--- src/rtl/sc_io_pkg.sv ---
// Shared I/O address map, key debounce state encoding and decode helper for sc_io_port.
package sc_io_pkg;

    localparam int IO_SEL_BIT = 7;

    localparam logic [7:0] ADDR_OUT0 = 8'h80;
    localparam logic [7:0] ADDR_OUT1 = 8'h84;
    localparam logic [7:0] ADDR_LED  = 8'h88;
    localparam logic [7:0] ADDR_SW   = 8'hC0;
    localparam logic [7:0] ADDR_KEY  = 8'hC4;
    localparam logic [7:0] ADDR_EVT  = 8'hC8;

    typedef enum logic [1:0] {
        ST_IDLE,
        ST_WAIT_PRESS,
        ST_PRESSED,
        ST_WAIT_RELEASE
    } deb_state_t;

    // Word-granular decode: the byte-offset bits never take part in the match.
    function automatic logic io_match(input logic [7:0] a, input logic [7:0] base);
        return a[7:2] == base[7:2];
    endfunction

endpackage

--- src/rtl/sc_io_port_key.sv ---
// One push-button channel: two-flop synchroniser, optional debounce FSM (SC_IO_DEBOUNCE_EN), sticky event.
// Synchroniser resets to 1 so a released (active-low) key reads as idle straight out of reset.
module sc_key_debounce
    import sc_io_pkg::*;
#(
    parameter int DEBOUNCE_CYCLES = 50000
) (
    input  logic clock,
    input  logic reset,
    input  logic i_key_n,
    input  logic i_evt_clr,
    output logic o_level,
    output logic o_event
);

    logic [1:0] r_sync;
    logic       r_evt;
    logic       w_key_n;
    logic       w_evt_set;

    always_ff @(posedge clock) begin
        if (reset) r_sync <= 2'b11;
        else       r_sync <= {r_sync[0], i_key_n};
    end

    assign w_key_n = r_sync[1];

    // A set and a clear landing on the same edge leave the bit set.
    always_ff @(posedge clock) begin
        if (reset) r_evt <= 1'b0;
        else       r_evt <= w_evt_set | (r_evt & ~i_evt_clr);
    end

    assign o_event = r_evt;

`ifdef SC_IO_DEBOUNCE_EN
    localparam int CW = $clog2(DEBOUNCE_CYCLES + 1);
    localparam logic [CW-1:0] C_LAST = CW'(DEBOUNCE_CYCLES - 1);
    localparam logic [CW-1:0] C_MAX  = CW'(DEBOUNCE_CYCLES);

    deb_state_t      r_state;
    deb_state_t      w_state_nxt;
    logic [CW-1:0]   r_cnt;
    logic            w_done;

    always_comb begin
        w_state_nxt = r_state;
        w_evt_set   = 1'b0;
        w_done      = (r_cnt == C_LAST);
        case (r_state)
            ST_IDLE:         if (!w_key_n) w_state_nxt = ST_WAIT_PRESS;
            ST_WAIT_PRESS: begin
                if (w_key_n) begin
                    w_state_nxt = ST_IDLE;
                end else if (w_done) begin
                    w_state_nxt = ST_PRESSED;
                    w_evt_set   = 1'b1;
                end
            end
            ST_PRESSED:      if (w_key_n) w_state_nxt = ST_WAIT_RELEASE;
            ST_WAIT_RELEASE: begin
                if (!w_key_n)    w_state_nxt = ST_PRESSED;
                else if (w_done) w_state_nxt = ST_IDLE;
            end
            default:         w_state_nxt = ST_IDLE;
        endcase
    end

    // Counter restarts on every state change, otherwise counts up and saturates.
    always_ff @(posedge clock) begin
        if (reset) begin
            r_state <= ST_IDLE;
            r_cnt   <= '0;
        end else begin
            r_state <= w_state_nxt;
            if (w_state_nxt != r_state) r_cnt <= '0;
            else if (r_cnt != C_MAX)    r_cnt <= r_cnt + CW'(1);
        end
    end

    assign o_level = (r_state == ST_PRESSED) || (r_state == ST_WAIT_RELEASE);
`else
    logic r_key_d;
    logic w_unused_cfg;

    always_ff @(posedge clock) begin
        if (reset) r_key_d <= 1'b1;
        else       r_key_d <= w_key_n;
    end

    assign w_evt_set    = r_key_d & ~w_key_n;
    assign o_level      = ~w_key_n;
    assign w_unused_cfg = (DEBOUNCE_CYCLES > 0);
`endif

endmodule

--- src/rtl/sc_io_port.sv ---
// Memory-mapped I/O port: splits CPU loads/stores between data memory and LED/hex/switch/key registers.
// Key debounce FSMs are built only when SC_IO_DEBOUNCE_EN is defined; otherwise keys are edge-detected raw.
module sc_io_port
    import sc_io_pkg::*;
#(
    parameter int DEBOUNCE_CYCLES = 50000
) (
    input  logic        clock,
    input  logic        reset,
    input  logic [31:0] addr,
    input  logic [31:0] datain,
    input  logic        we,
    input  logic [31:0] mem_dataout,
    output logic        mem_we,
    output logic [31:0] dataout,
    input  logic [9:0]  sw,
    input  logic [2:0]  key,
    output logic [9:0]  led,
    output logic [31:0] out_port0,
    output logic [31:0] out_port1
);

    logic [31:0] r_out0;
    logic [31:0] r_out1;
    logic [9:0]  r_led;
    logic [9:0]  r_sw_s1;
    logic [9:0]  r_sw_s2;
    logic        w_io;
    logic        w_io_wr;
    logic        w_evt_clr;
    logic [2:0]  w_key_level;
    logic [2:0]  w_key_event;
    logic [31:0] w_io_rdata;
    logic        w_unused_addr;

    assign w_io      = addr[IO_SEL_BIT];
    assign w_io_wr   = we & w_io;
    assign w_evt_clr = ~we & io_match(addr[7:0], ADDR_EVT);

    always_ff @(posedge clock) begin
        if (reset) begin
            r_sw_s1 <= '0;
            r_sw_s2 <= '0;
        end else begin
            r_sw_s1 <= sw;
            r_sw_s2 <= r_sw_s1;
        end
    end

    for (genvar i = 0; i < 3; i++) begin : g_key
        sc_key_debounce #(
            .DEBOUNCE_CYCLES (DEBOUNCE_CYCLES)
        ) u_key (
            .clock     (clock),
            .reset     (reset),
            .i_key_n   (key[i]),
            .i_evt_clr (w_evt_clr),
            .o_level   (w_key_level[i]),
            .o_event   (w_key_event[i])
        );
    end

    always_ff @(posedge clock) begin
        if (reset) begin
            r_out0 <= '0;
            r_out1 <= '0;
            r_led  <= '0;
        end else if (w_io_wr) begin
            if (io_match(addr[7:0], ADDR_OUT0))      r_out0 <= datain;
            else if (io_match(addr[7:0], ADDR_OUT1)) r_out1 <= datain;
            else if (io_match(addr[7:0], ADDR_LED))  r_led  <= datain[9:0];
        end
    end

    always_comb begin
        w_io_rdata = '0;
        if (io_match(addr[7:0], ADDR_SW))        w_io_rdata = {22'b0, r_sw_s2};
        else if (io_match(addr[7:0], ADDR_KEY))  w_io_rdata = {29'b0, w_key_level};
        else if (io_match(addr[7:0], ADDR_EVT))  w_io_rdata = {29'b0, w_key_event};
        else if (io_match(addr[7:0], ADDR_OUT0)) w_io_rdata = r_out0;
        else if (io_match(addr[7:0], ADDR_OUT1)) w_io_rdata = r_out1;
        else if (io_match(addr[7:0], ADDR_LED))  w_io_rdata = {22'b0, r_led};
    end

    assign dataout   = w_io ? w_io_rdata : mem_dataout;
    assign mem_we    = we & ~w_io;
    assign led       = r_led;
    assign out_port0 = r_out0;
    assign out_port1 = r_out1;

    assign w_unused_addr = ^{addr[31:8], addr[1:0]};

endmodule

--- config.mk ---
export PLATFORM = sky130hd
export DESIGN_NAME = sc_io_port
export DESIGN_NICKNAME = d
export VERILOG_FILES = /design/src/rtl/sc_io_pkg.sv /design/src/rtl/sc_io_port_key.sv /design/src/rtl/sc_io_port.sv
export SDC_FILE = /design/constraint.sdc
export NUM_CORES = 1
export LEC_CHECK = 0
export CAP_MARGIN = 10
export CORE_MARGIN = 2
export CORE_UTILIZATION = 46
export CTS_CLUSTER_DIAMETER = 200
export DETAILED_ROUTE_END_ITERATION = 12
export PLACE_DENSITY = 0.86
export SLEW_MARGIN = 10
export SYNTH_ARGS = -nofsm -noshare
export SYNTH_HDL_FRONTEND = slang
export SYNTH_SLANG_ARGS = --single-unit
--- constraint.sdc ---
create_clock -name clock -period 3.3 [get_ports clock]
set_input_delay 0.495 -clock clock [delete_from_list [all_inputs] [get_ports clock]]
set_output_delay 0.495 -clock clock [all_outputs]
set_load 0.005 [all_outputs]
Word-level counts from Yosys, hierarchy flattened
Cells that the tools add are included.

operators by class
  add/sub/neg operators = 0
  multiply operators = 0
  divide/modulo/power cells = 0
  magnitude comparators = 0
  eq/ne operators = 6
  shift operators = 0
  muxes and demuxes = 7
  bitwise operators = 20
  reduce and logical (&&, ||, !) cells = 3

operators with widths
  cell                                        count
  32-bit two-way mux                          6
  6-bit equality test, second input constant  6
  10-bit two-way mux                          1
  1-bit bitwise AND                           9
  1-bit NOT                                   8
  4-bit AND reduction                         1
  1-bit OR                                    3
  3-bit AND reduction                         1
  2-bit AND reduction                         1

word-level totals
  flip-flop bits (word level) = 106
  bits in latches = 0
  bits in writable memories = 0
  memory bits (read-only) = 0
  input bits = 112
  output and inout bits = 107
  logic and storage cells = 50
  memories kept = 0

Logic depth before layout (Yosys ltp)
Gate-level depths: netlist of the first run.

  word-level depth = 8
  gate-level depth with buffers = 7
  mapped depth without buffers = 3

Hierarchy
Synthesis of the first run repeated with hierarchy kept, for this count alone.

second synthesis, totals
  cell total of the unflattened synthesis = 490
  area, all modules = 4889.7 um2

by module, submodules not included
  module           times used  cells each  area each (um2)  seq. area each (um2)
  sc_io_port       1           457         4529.3           1881.8
  sc_key_debounce  3           11          120.1            80.1

Least setup slack after synthesis of the first run
OpenSTA, ideal clock, no wires.

  path type = input -> output
  start = in addr[6]
  end = out dataout[9]
  arrival = 1540 ps
  data required time = 2805 ps
  path slack = 1265 ps
  stages = 4
  path buffers = 2
  cells stage by stage = clkbuf_2 > or4b_1 > clkbuf_2 > o21ai_0

on the way
  cells in the longest elaborated chain, start to end = 8
  elaborated cells between the ends (all ways) = 13
  those cells by class = eq/ne (6); mux (7)

ends and longest elaborated chain
  element               RTL line          source
  start, declared       sc_io_port.sv:10  input logic [31:0] addr,
  6-bit equality test   sc_io_pkg.sv:22   return a[7:2] == base[7:2];
  10-bit two-way mux    sc_io_port.sv:82  else if (io_match(addr[7:0], ADDR_LED)) w_io_rdata = {22'b0, r_led};
  32-bit two-way mux    sc_io_port.sv:81  else if (io_match(addr[7:0], ADDR_OUT1)) w_io_rdata = r_out1;
  32-bit two-way mux    sc_io_port.sv:80  else if (io_match(addr[7:0], ADDR_OUT0)) w_io_rdata = r_out0;
  32-bit two-way mux    sc_io_port.sv:79  else if (io_match(addr[7:0], ADDR_EVT)) w_io_rdata = {29'b0, w_key_event};
  32-bit two-way mux    sc_io_port.sv:78  else if (io_match(addr[7:0], ADDR_KEY)) w_io_rdata = {29'b0, w_key_level};
  32-bit two-way mux *  sc_io_port.sv:77  if (io_match(addr[7:0], ADDR_SW)) w_io_rdata = {22'b0, r_sw_s2};
  32-bit two-way mux *  sc_io_port.sv:85  assign dataout = w_io ? w_io_rdata : mem_dataout;
  end, declared         sc_io_port.sv:15  output logic [31:0] dataout,

Mark *: on every way between the ends. The rest lies on a longest branch, timed or not.

Final worst setup path of the first run
  start = in addr[6]
  end = out dataout[1]

Same word-level chain as after synthesis.

==> results of run 1 <==
[cell usage in the layout, fill, tap and decap left out, drive strengths merged]
cell type,count
nor2b,31
nor3b,3
o21ai,11
nor4b,4
dfxtp,106
bufinv,1
mux2i,93
a221oi,3
nand4b,1
or4bb,3
o22ai,22
a21oi,13
a22o,3
clkinv,2
clkdlybuf4s50,190
and3,2
buf,22
nand2,1
inv,32
o221ai,3
nand3,11
clkbuf,10
or2,9
nand3b,2
nor2,6
or4b,1
nand2b,100
o2bb2ai,6
and3b,1
and4b,1
a221o,6
o211ai,3
a41oi,2
a2bb2oi,1
[layer usage]
| layer | part of all wire | vias to the layer above | track usage |
|---|---|---|---|
| li1 | - | 2142 | - |
| met1 | 0.42 | 2080 | 0.261 |
| met2 | 0.51 | 148 | 0.423 |
| met3 | 0.067 | 10 | 0.0544 |
| met4 | 0.0078 | 0 | 0.0458 |
| met5 | 0 | - | 0 |
[power breakdown]
part           leakage, nW  internal (mW)  switching [mW]
Sequential           0.860           1.30         0.00687
Combinational         1.94          0.207           0.131
Clock                0.108          0.380           0.450
[worst max-delay path by stage]
stage | end | slack, ps | cells after the start
final | dataout[1] | 100 | 6
after global placement | dataout[4] | 200 | 5
after CTS | dataout[2] | 140 | 6
after global routing | dataout[8] | 20 | 5
after floorplan | dataout[9] | 1270 | 4
after detailed placement | dataout[4] | 150 | 5
[kinds of logic after synthesis]
kind of cell,count (synthesis),synth area share
flip-flops,106,0.420
buffers and inverters,71,0.0668
AO/OA/AOI/OAI,73,0.0985
multiplexers,93,0.184
AND/OR/NAND/NOR,176,0.231
[cell type report]
type	count	area (µm²)	share of cell area
repair buffers	212	2060	0.283
flip-flops and latches	106	2120	0.292
well taps	140	175	0.0241
clock inverters	6	70.1	0.00963
multi-input cells	342	2600	0.357
inverters	29	109	0.0150
clock buffers	10	138	0.0189
[state kept, by name (all words and copies together) (netlist names)]
register	flops
r_sw_s1	10
g_key.u_key.r_sync	6
led	10
out_port0	32
g_key.u_key.o_event	3
out_port1	32
r_sw_s2	10
g_key.u_key.r_key_d	3
[per-stage QoR]
stage          cells  instance area [µm²]
4_1_cts          845                 7270
5_1_grt          845                 7280
2_1_floorplan    519                 5060
3_3_place_gp     829                 7060
3_5_place_dp     829                 7060
6_report         845                 7280
==> out/metrics.cfg, run 1 <==
[timing]
min_period_ps = 3200
holdWs_ps = 416
finClkSkew_ps = 2.68
finalSetupViolations = 0
finalHoldViolCount = 0
worst-slew-pin-transition_ps = 809
max_clock_freq_ghz = 0.313
maxSlewViolCount = 0
worst_slack_ps = 102
tns_ps = 0
min_period_over_period = 0.969
rsz0062_at_grt = false
slew_headroom = 0.460

[critical_path]
r2r-end = led[5]
crit_fanout = 10
crit_type = in2out
r2r-start = led[5]
worst-path-buf-inv = 3
cp-end-kind = output pin
worst_path_most_repeated_cell = clkdlybuf4s50_1
crit_arrival_ps = 2700
cp-start-kind = input port
worstPathRequired_ps = 2800
max_stage_delay_ps = 640
reg2reg_slack_ps = 2510
reg2reg_depth = 2
critPathTopFamily = buffers and inverters
crit_path_start = addr[6]
critical-path-slowest-cell = clkdlybuf4s50_1
cp_cell_sequence = clkdlybuf4s50_1 -> buf_4 -> or2_2 -> a221oi_1 -> o221ai_1 -> clkdlybuf4s50_1

[finish]
area_growth_pct = 43.9
antenna_cells = 0
drive_above_1_share = 0.0766
nNetsFinal = 812
fill_cells = 818
post-route-util = 0.674

[logic_synthesis]
yosysUniqueCellTypes = 40
ys.flop_type = dfxtp_1
yosysMostFrequentCell = dfxtp_1
yosys-top-cells-area = dfxtp_1 (42%), mux2i_1 (18%), nand2b_1 (12%)
syn_area_mm2 = 0.00506
synth_warnings = 0
postSynthAreaPerCell_um2 = 9.74
synthArstFlopShare = 0
synth_seq_cells = 106
syn-instance-count = 519
yosysTopAreaCell = dfxtp_1
synth_top_area_frac = 0.420
synth_edf_count = 0
netlist_top_cells_count = dfxtp_1 (106), nand2b_1 (100), mux2i_1 (93)
ys_seq_area_frac = 0.420
synthesis.nets = 631

[clock_tree]
post_cts_resize_count = 0
cts_made_buffers = 9
cts_tree = yes
clkTransAtPathRegs_ps = 100
clockBufferDepth = 2
clockRootBuffer = clkbuf_8
h-tree-depth = 3
clk_latency_ps = 350
cts_setup_buffers = 0
clock-sinks = 106
ctsHoldBuffers = 0

[min_path]
min_from = g_key[0].u_key.r_sync[0]
min_to = g_key[0].u_key.r_sync[1]
hold_path.class = reg2reg
holdPathStages = 1

[route]
dr_total_vias = 4380
antenna_left = 0
first_pass_iters = 4
wirelength_um = 13700
drc = 0
wire_per_inst_um = 16.2
viasPerCell = 5.18
drt_first_iter_violations = 188

[global_route]
globalRouteOverflowTotal = 0
grt_pass1_wl_um = 21000
grt_pass1_vias = 4191
antenna_found_initial = 0
grt_max_degree = 59
grt.total_usage = 0.226

[floorplanning]
die_h_um = 109
core_area_mm2 = 0.0108
die_area_mm2 = 0.0118
die_w_um = 109
placementRows = 38
start_util = 0.468
io_pins = 219

[flow_run]
maxCapViolCount = 0

[placement]
post-dp-hpwl_um = 10500
port_buffers = 192
place.gp.congestion = 0.857
dp_slack_ps = 151

[power_and_ir_drop]
finalPower_mw = 2.47
power.leakage_nw = 2.91
power_per_cell_area_mw_per_mm2 = 340
ir_worst_vdd_mv = 0.278

[outcome]
status = finished clean

(Power assumes the default switching activity.)
==> run 2: changes to the inputs <==
==> constraint.sdc (replaced) <==
create_clock -name clock -period 3.91 [get_ports clock]
set_input_delay 0.391 -clock clock [delete_from_list [all_inputs] [get_ports clock]]
set_output_delay 0.391 -clock clock [all_outputs]
set_load 0.005 [all_outputs]
==> out/metrics.cfg, run 2 (same netlist as run 1, synthesis figures left out) <==
[outcome]
status = finished clean

[critical_path]
crit_type = in2out
r2r-start = g_key[2].u_key.r_sync[1]
r2r-end = g_key[2].u_key.o_event
cp-endpoint = dataout[8]
crit_arrival_ps = 2900  ; +200 ps
cp-start-kind = input port
crit_path_start = addr[7]
crit_fanout = 12  ; +2
reg2reg_slack_ps = 3160  ; +650 ps
worstPathRequired_ps = 3520  ; +720 ps
reg2reg_depth = 2  ; unchanged
cp-end-kind = output pin

[timing]
max_clock_freq_ghz = 0.304
finClkSkew_ps = 1.28  ; -1.40 ps
finalSetupViolations = 0  ; unchanged
rsz0062_at_grt = false
tns_ps = 0  ; unchanged
slew_headroom = 0.381  ; -0.0797
worst-slew-pin-transition_ps = 928  ; +119 ps
maxSlewViolCount = 0  ; unchanged
min_period_over_period = 0.842
min_period_ps = 3290
finalHoldViolCount = 0  ; unchanged

[floorplanning]
io_pins = 219  ; unchanged
start_util = 0.468  ; unchanged
placementRows = 38  ; unchanged
die_area_mm2 = 0.0118  ; unchanged
die_w_um = 109  ; unchanged
core_area_mm2 = 0.0108  ; unchanged
die_h_um = 109  ; unchanged

[clock_tree]
clkTransAtPathRegs_ps = 90  ; about the same
clockBufferDepth = 2  ; unchanged
h-tree-depth = 3  ; unchanged
clock-sinks = 106  ; unchanged
post_cts_resize_count = 0  ; unchanged
cts_made_buffers = 9  ; unchanged
clockRootBuffer = clkbuf_8
ctsHoldBuffers = 0  ; unchanged
clk_latency_ps = 360  ; about the same
cts_setup_buffers = 0  ; unchanged
cts_tree = yes

[finish]
final_common_cell = clkdlybuf4s50_1
final_cells = 831  ; -1.7%
drive_above_1_share = 0.0564  ; -0.0202
nNetsFinal = 801  ; -1.4%
area_growth_pct = 42.6
final_area_mm2 = 0.00721  ; -0.93%
fill_cells = 845  ; +3.3%
layout_common_cells = clkdlybuf4s50_1 (190), dfxtp_1 (106), nand2b_1 (100)
antenna_cells = 0  ; unchanged

[route]
antenna_left = 0  ; unchanged
viasPerCell = 5.20  ; +0.34%
wire_per_inst_um = 16.6  ; +2.6%
wirelength_um = 13800  ; +0.87%
drt_first_iter_violations = 197  ; +4.8%
dr_total_vias = 4322  ; -1.3%
drc = 0  ; unchanged
first_pass_iters = 4  ; unchanged

[global_route]
globalRouteOverflowTotal = 0  ; unchanged
grt.total_usage = 0.230  ; +0.00376
grt_max_degree = 62  ; +5.1%
grt_pass1_wl_um = 21300  ; +1.3%
grt_pass1_vias = 4318  ; +3.0%
antenna_found_initial = 0  ; unchanged

[placement]
post-dp-hpwl_um = 10400  ; -0.19%
dp.cells = 818  ; -1.3%
placed_area_mm2 = 0.00698  ; -1.2%
port_buffers = 192  ; unchanged
place.gp.congestion = 0.849  ; -0.96%

[power_and_ir_drop]
ir_worst_vdd_mv = 0.252  ; -9.4%
power_per_cell_area_mw_per_mm2 = 300  ; -12%
power.leakage_nw = 2.86  ; -1.7%

[flow_run]
maxCapViolCount = 0  ; unchanged

[min_path]
hold_path.class = reg2reg

run 2: layout make-up:
type	count	area, µm²	share of cell area
clock inverters	3	90.1	0.0125
flip-flops and latches	106	2120	0.294
repair buffers	201	1980	0.275
multi-input cells	342	2600	0.360
well taps	140	175	0.0243
inverters	29	109	0.0151
clock buffers	10	138	0.0191
run 2: how the worst min path moves through the flow:
stage                             start                       end  slack, ps  depth (start not counted)
4_1_cts        g_key[0].u_key.r_sync[0]  g_key[0].u_key.r_sync[1]        420                          1
6_report       g_key[0].u_key.r_sync[0]  g_key[0].u_key.r_sync[1]        410                          1
2_1_floorplan  g_key[0].u_key.r_sync[0]  g_key[0].u_key.r_sync[1]        390                          1
3_3_place_gp   g_key[0].u_key.r_sync[0]  g_key[0].u_key.r_sync[1]        390                          1
3_5_place_dp   g_key[0].u_key.r_sync[0]  g_key[0].u_key.r_sync[1]        390                          1
5_1_grt        g_key[0].u_key.r_sync[0]  g_key[0].u_key.r_sync[1]        420                          1
run 2: stage by stage:
stage | power (mW) | setup slack (ps) | hold slack [ps] | utilization
5_1_grt | 2.24 | 453 | 423 | 0.668
3_5_place_dp | 1.41 | 632 | 394 | 0.647
3_3_place_gp | 1.40 | 654 | 393 | 0.647
2_1_floorplan | 1.25 | 2080 | 389 | -
6_report | 2.16 | 619 | 414 | 0.668
4_1_cts | 2.17 | 613 | 415 | 0.668
run 2: critical path, cell delays in order:
cell             delay (ps)
clkdlybuf4s50_1         740
nor3b_4                 560
nor3b_2                 460
a221o_1                 240
clkdlybuf4s50_1         500
run 2: power by group:
group          internal, mW  switching (mW)  total [mW]
combinational         0.169           0.109       0.278
sequential             1.10         0.00582        1.10
clock                 0.433           0.348       0.781
run 2: layer usage:
metal | part of all wire | wire (µm) | global-route usage
met5 | 0 | 0 | 0
met4 | 0.014 | 195 | 0.0733
met3 | 0.076 | 1050 | 0.0610
met2 | 0.51 | 7010 | 0.425
met1 | 0.40 | 5550 | 0.255
==> variant: new RTL, config.mk and constraints of run 2 <==
Put a register stage on the outputs `mem_we` and `dataout`, without a reset. The values now appear one clock later. The other outputs are not delayed to match.
--- a/src/rtl/sc_io_port.sv
+++ b/src/rtl/sc_io_port.sv
@@ -82,8 +82,10 @@
         else if (io_match(addr[7:0], ADDR_LED))  w_io_rdata = {22'b0, r_led};
     end
 
-    assign dataout   = w_io ? w_io_rdata : mem_dataout;
-    assign mem_we    = we & ~w_io;
+    always_ff @(posedge clock) begin
+        mem_we  <= we & ~w_io;
+        dataout <= w_io ? w_io_rdata : mem_dataout;
+    end
     assign led       = r_led;
     assign out_port0 = r_out0;
     assign out_port1 = r_out1;
Formal check against the unedited RTL: not equivalent (a bounded check fails within 4 cycles, from zero or initial values and one cycle with reset high).
==> variant against run 2 <==
  * Non-clock buffer count is 3 higher
  * Clock skew is 4.5 ps higher
  * Area after synthesis is 15% higher
  * Cell area is 17% higher
  * Die area is 14% higher
  * Highest routed layer unchanged
  * Power is 64% higher
  * Critical path depth is 1 higher
  * Wire length is 23% higher
  * Sequential cell count is 33 higher
  * Worst setup slack better by 750 ps
  * Register-to-register slack worse by 600 ps
==> variant: results (changes against run 2) <==
CLOCK NETWORK
--------------------------------------------------------------------------------------
Count of cells resized by post-cts repair                                            0   unchanged
Maximum level of the CTS H-tree                                                      4   +1
Clock buffers created by TritonCTS                                                  17   +8
CTS clk-pin slew, worst paths                                                    60 ps   -30 ps
# Post-CTS Setup Buffers                                                             0   unchanged
Worst-Skew Late Latency                                                         420 ps   +60 ps
Clock Tree Buf Depth                                                                 2   unchanged
Root buf cell                                                                clkbuf_16

PWR
--------------------------------------------------------------------------------------
LEAKAGE                                                                        3.01 nW   +5.3%
VDD IR max                                                                    0.300 mV   +19%

GRT
--------------------------------------------------------------------------------------
Number of antenna violations at the first check in global routing                    0   unchanged
Routing usage on met3                                                           0.0711   +0.0101
Met1 routing resource usage after global routing                                 0.297   +0.0415
Pin count of the biggest net entering global routing                               137   +120%
First-pass GRT wire length                                                    26500 um   +25%
Global routing usage on met2                                                     0.431   +0.00619
Overall fraction of global-route tracks in use                                   0.256   +0.0259

MIN PATH
--------------------------------------------------------------------------------------
Type of the tightest min-delay check                                           reg2reg

ROUTE
--------------------------------------------------------------------------------------
Detailed-router iteration count before antenna repair                                5   +1
DRT Wirelength                                                                17000 um   +23%
Number of nets with antenna violations after routing                                 0   unchanged
Initial DRC Count                                                                  403   +100%
Routed via count                                                                  5291   +22%

PLACE
--------------------------------------------------------------------------------------
Buffers on Ports                                                                   192   unchanged
Post-DP HPWL                                                                  11600 um   +11%
Last weighted congestion value of the routability-driven placer                  0.848   -0.15%
Post-placement worst setup slack                                                920 ps   +288 ps

FINISH
--------------------------------------------------------------------------------------
Number of nets in the layout                                                       877   +9.5%
Layout cells sized above 1                                                      0.0784   +0.0220
Layout fillers                                                                     893   +5.7%
Antenna fix cells                                                                    0   unchanged

TIMING
--------------------------------------------------------------------------------------
Headroom to the max-slew limit                                                   0.242   -0.139
Worst clock skew                                                               5.77 ps   +4.49 ps

WORST SETUP PATH
--------------------------------------------------------------------------------------
CP arrival                                                                     2890 ps   about the same
Biggest fanout along the worst timing path                                          34   +22

LOGIC SYNTHESIS
--------------------------------------------------------------------------------------
Biggest area contributors in the synthesized netlist                      dfxtp_1, mux2i_1, nand2b_1, o31ai_1, a21oi_1
Proportion of synthesized flip-flops having asynchronous set or reset                0   unchanged
Nets in the synthesized netlist                                                    712   +13%
Number of distinct standard cells referenced by the synthesized netlist             37   -7.5%
Share of synthesized area occupied by flip-flops and latches                     0.481   +0.0610
Number of warning messages in the yosys log                                          0   unchanged
Synth top cells by count                                                  dfxtp_1, nand2b_1, mux2i_1, a21oi_1, clkbuf_1

OUTCOME
--------------------------------------------------------------------------------------
Outcome                                                                   finished, final reports clean

variant: path summary, 6_finish.rpt:
kind                                                           from                                  end  slack [ps]  cells past startpoint
worst max-delay path                                        addr[3]           out_port0[22]$_SDFFE_PP0P_        1370                      6
worst max register to register                  led[2]$_SDFFE_PP0P_                   dataout[2]$_DFF_P_        2560                      3
worst min register to register  g_key[2].u_key.r_sync[0]$_SDFF_PP1_  g_key[2].u_key.r_sync[1]$_SDFF_PP1_         410                      1
worst min-delay path            g_key[2].u_key.r_sync[0]$_SDFF_PP1_  g_key[2].u_key.r_sync[1]$_SDFF_PP1_         410                      1
variant: metrics by stage:
| step | std cells | total power, W | util | area, sq um | hold WS [ps] |
|---|---|---|---|---|---|
| after floorplan | 600 | 0.00163 | - | 5790 | 389 |
| after global placement | 914 | 0.00179 | 0.638 | 7760 | 392 |
| after detailed placement | 914 | 0.00180 | 0.638 | 7760 | 398 |
| after CTS | 946 | 0.00357 | 0.693 | 8430 | 411 |
| after global routing | 946 | 0.00366 | 0.693 | 8430 | 425 |
| final | 946 | 0.00355 | 0.693 | 8430 | 409 |
variant: cell type report:
cell class,instances,area share
Clock buffer,22,0.0563
Clock inverter,10,0.0223
Inverter,29,0.0129
Multi-Input combinational cell,374,0.316
Sequential cell,139,0.330
Tap cell,168,0.0249
Timing Repair Buffer,204,0.238
variant: cells by family (layout without fill, tap and decap cells):
logic type,Yosys count,in the layout,share of synthesized area
buf+inv,87,265,0.0620
flops,139,139,0.481
mux,61,61,0.105
simple gates,176,176,0.197
compound gates,137,137,0.155
variant: critical path: stages:
cell,delay [ps]
clkdlybuf4s50_1,400
buf_4,210
or2_2,610
nor4_4,620
buf_4,400
mux2i_1,240
variant: where the power goes:
group	leakage, nW	total [W]	internal (W)	switching, W
Sequential	1.14	0.00146	0.00145	0.0000118
Clock	0.317	0.00178	0.00118	0.000596
Combinational	1.56	0.000307	0.000167	0.000140
variant: metal layers:
layer | up-vias | share of wire
met2 | 278 | 0.48
met5 | - | 0
li1 | 2474 | -
met3 | 42 | 0.079
met1 | 2497 | 0.41
met4 | 0 | 0.031
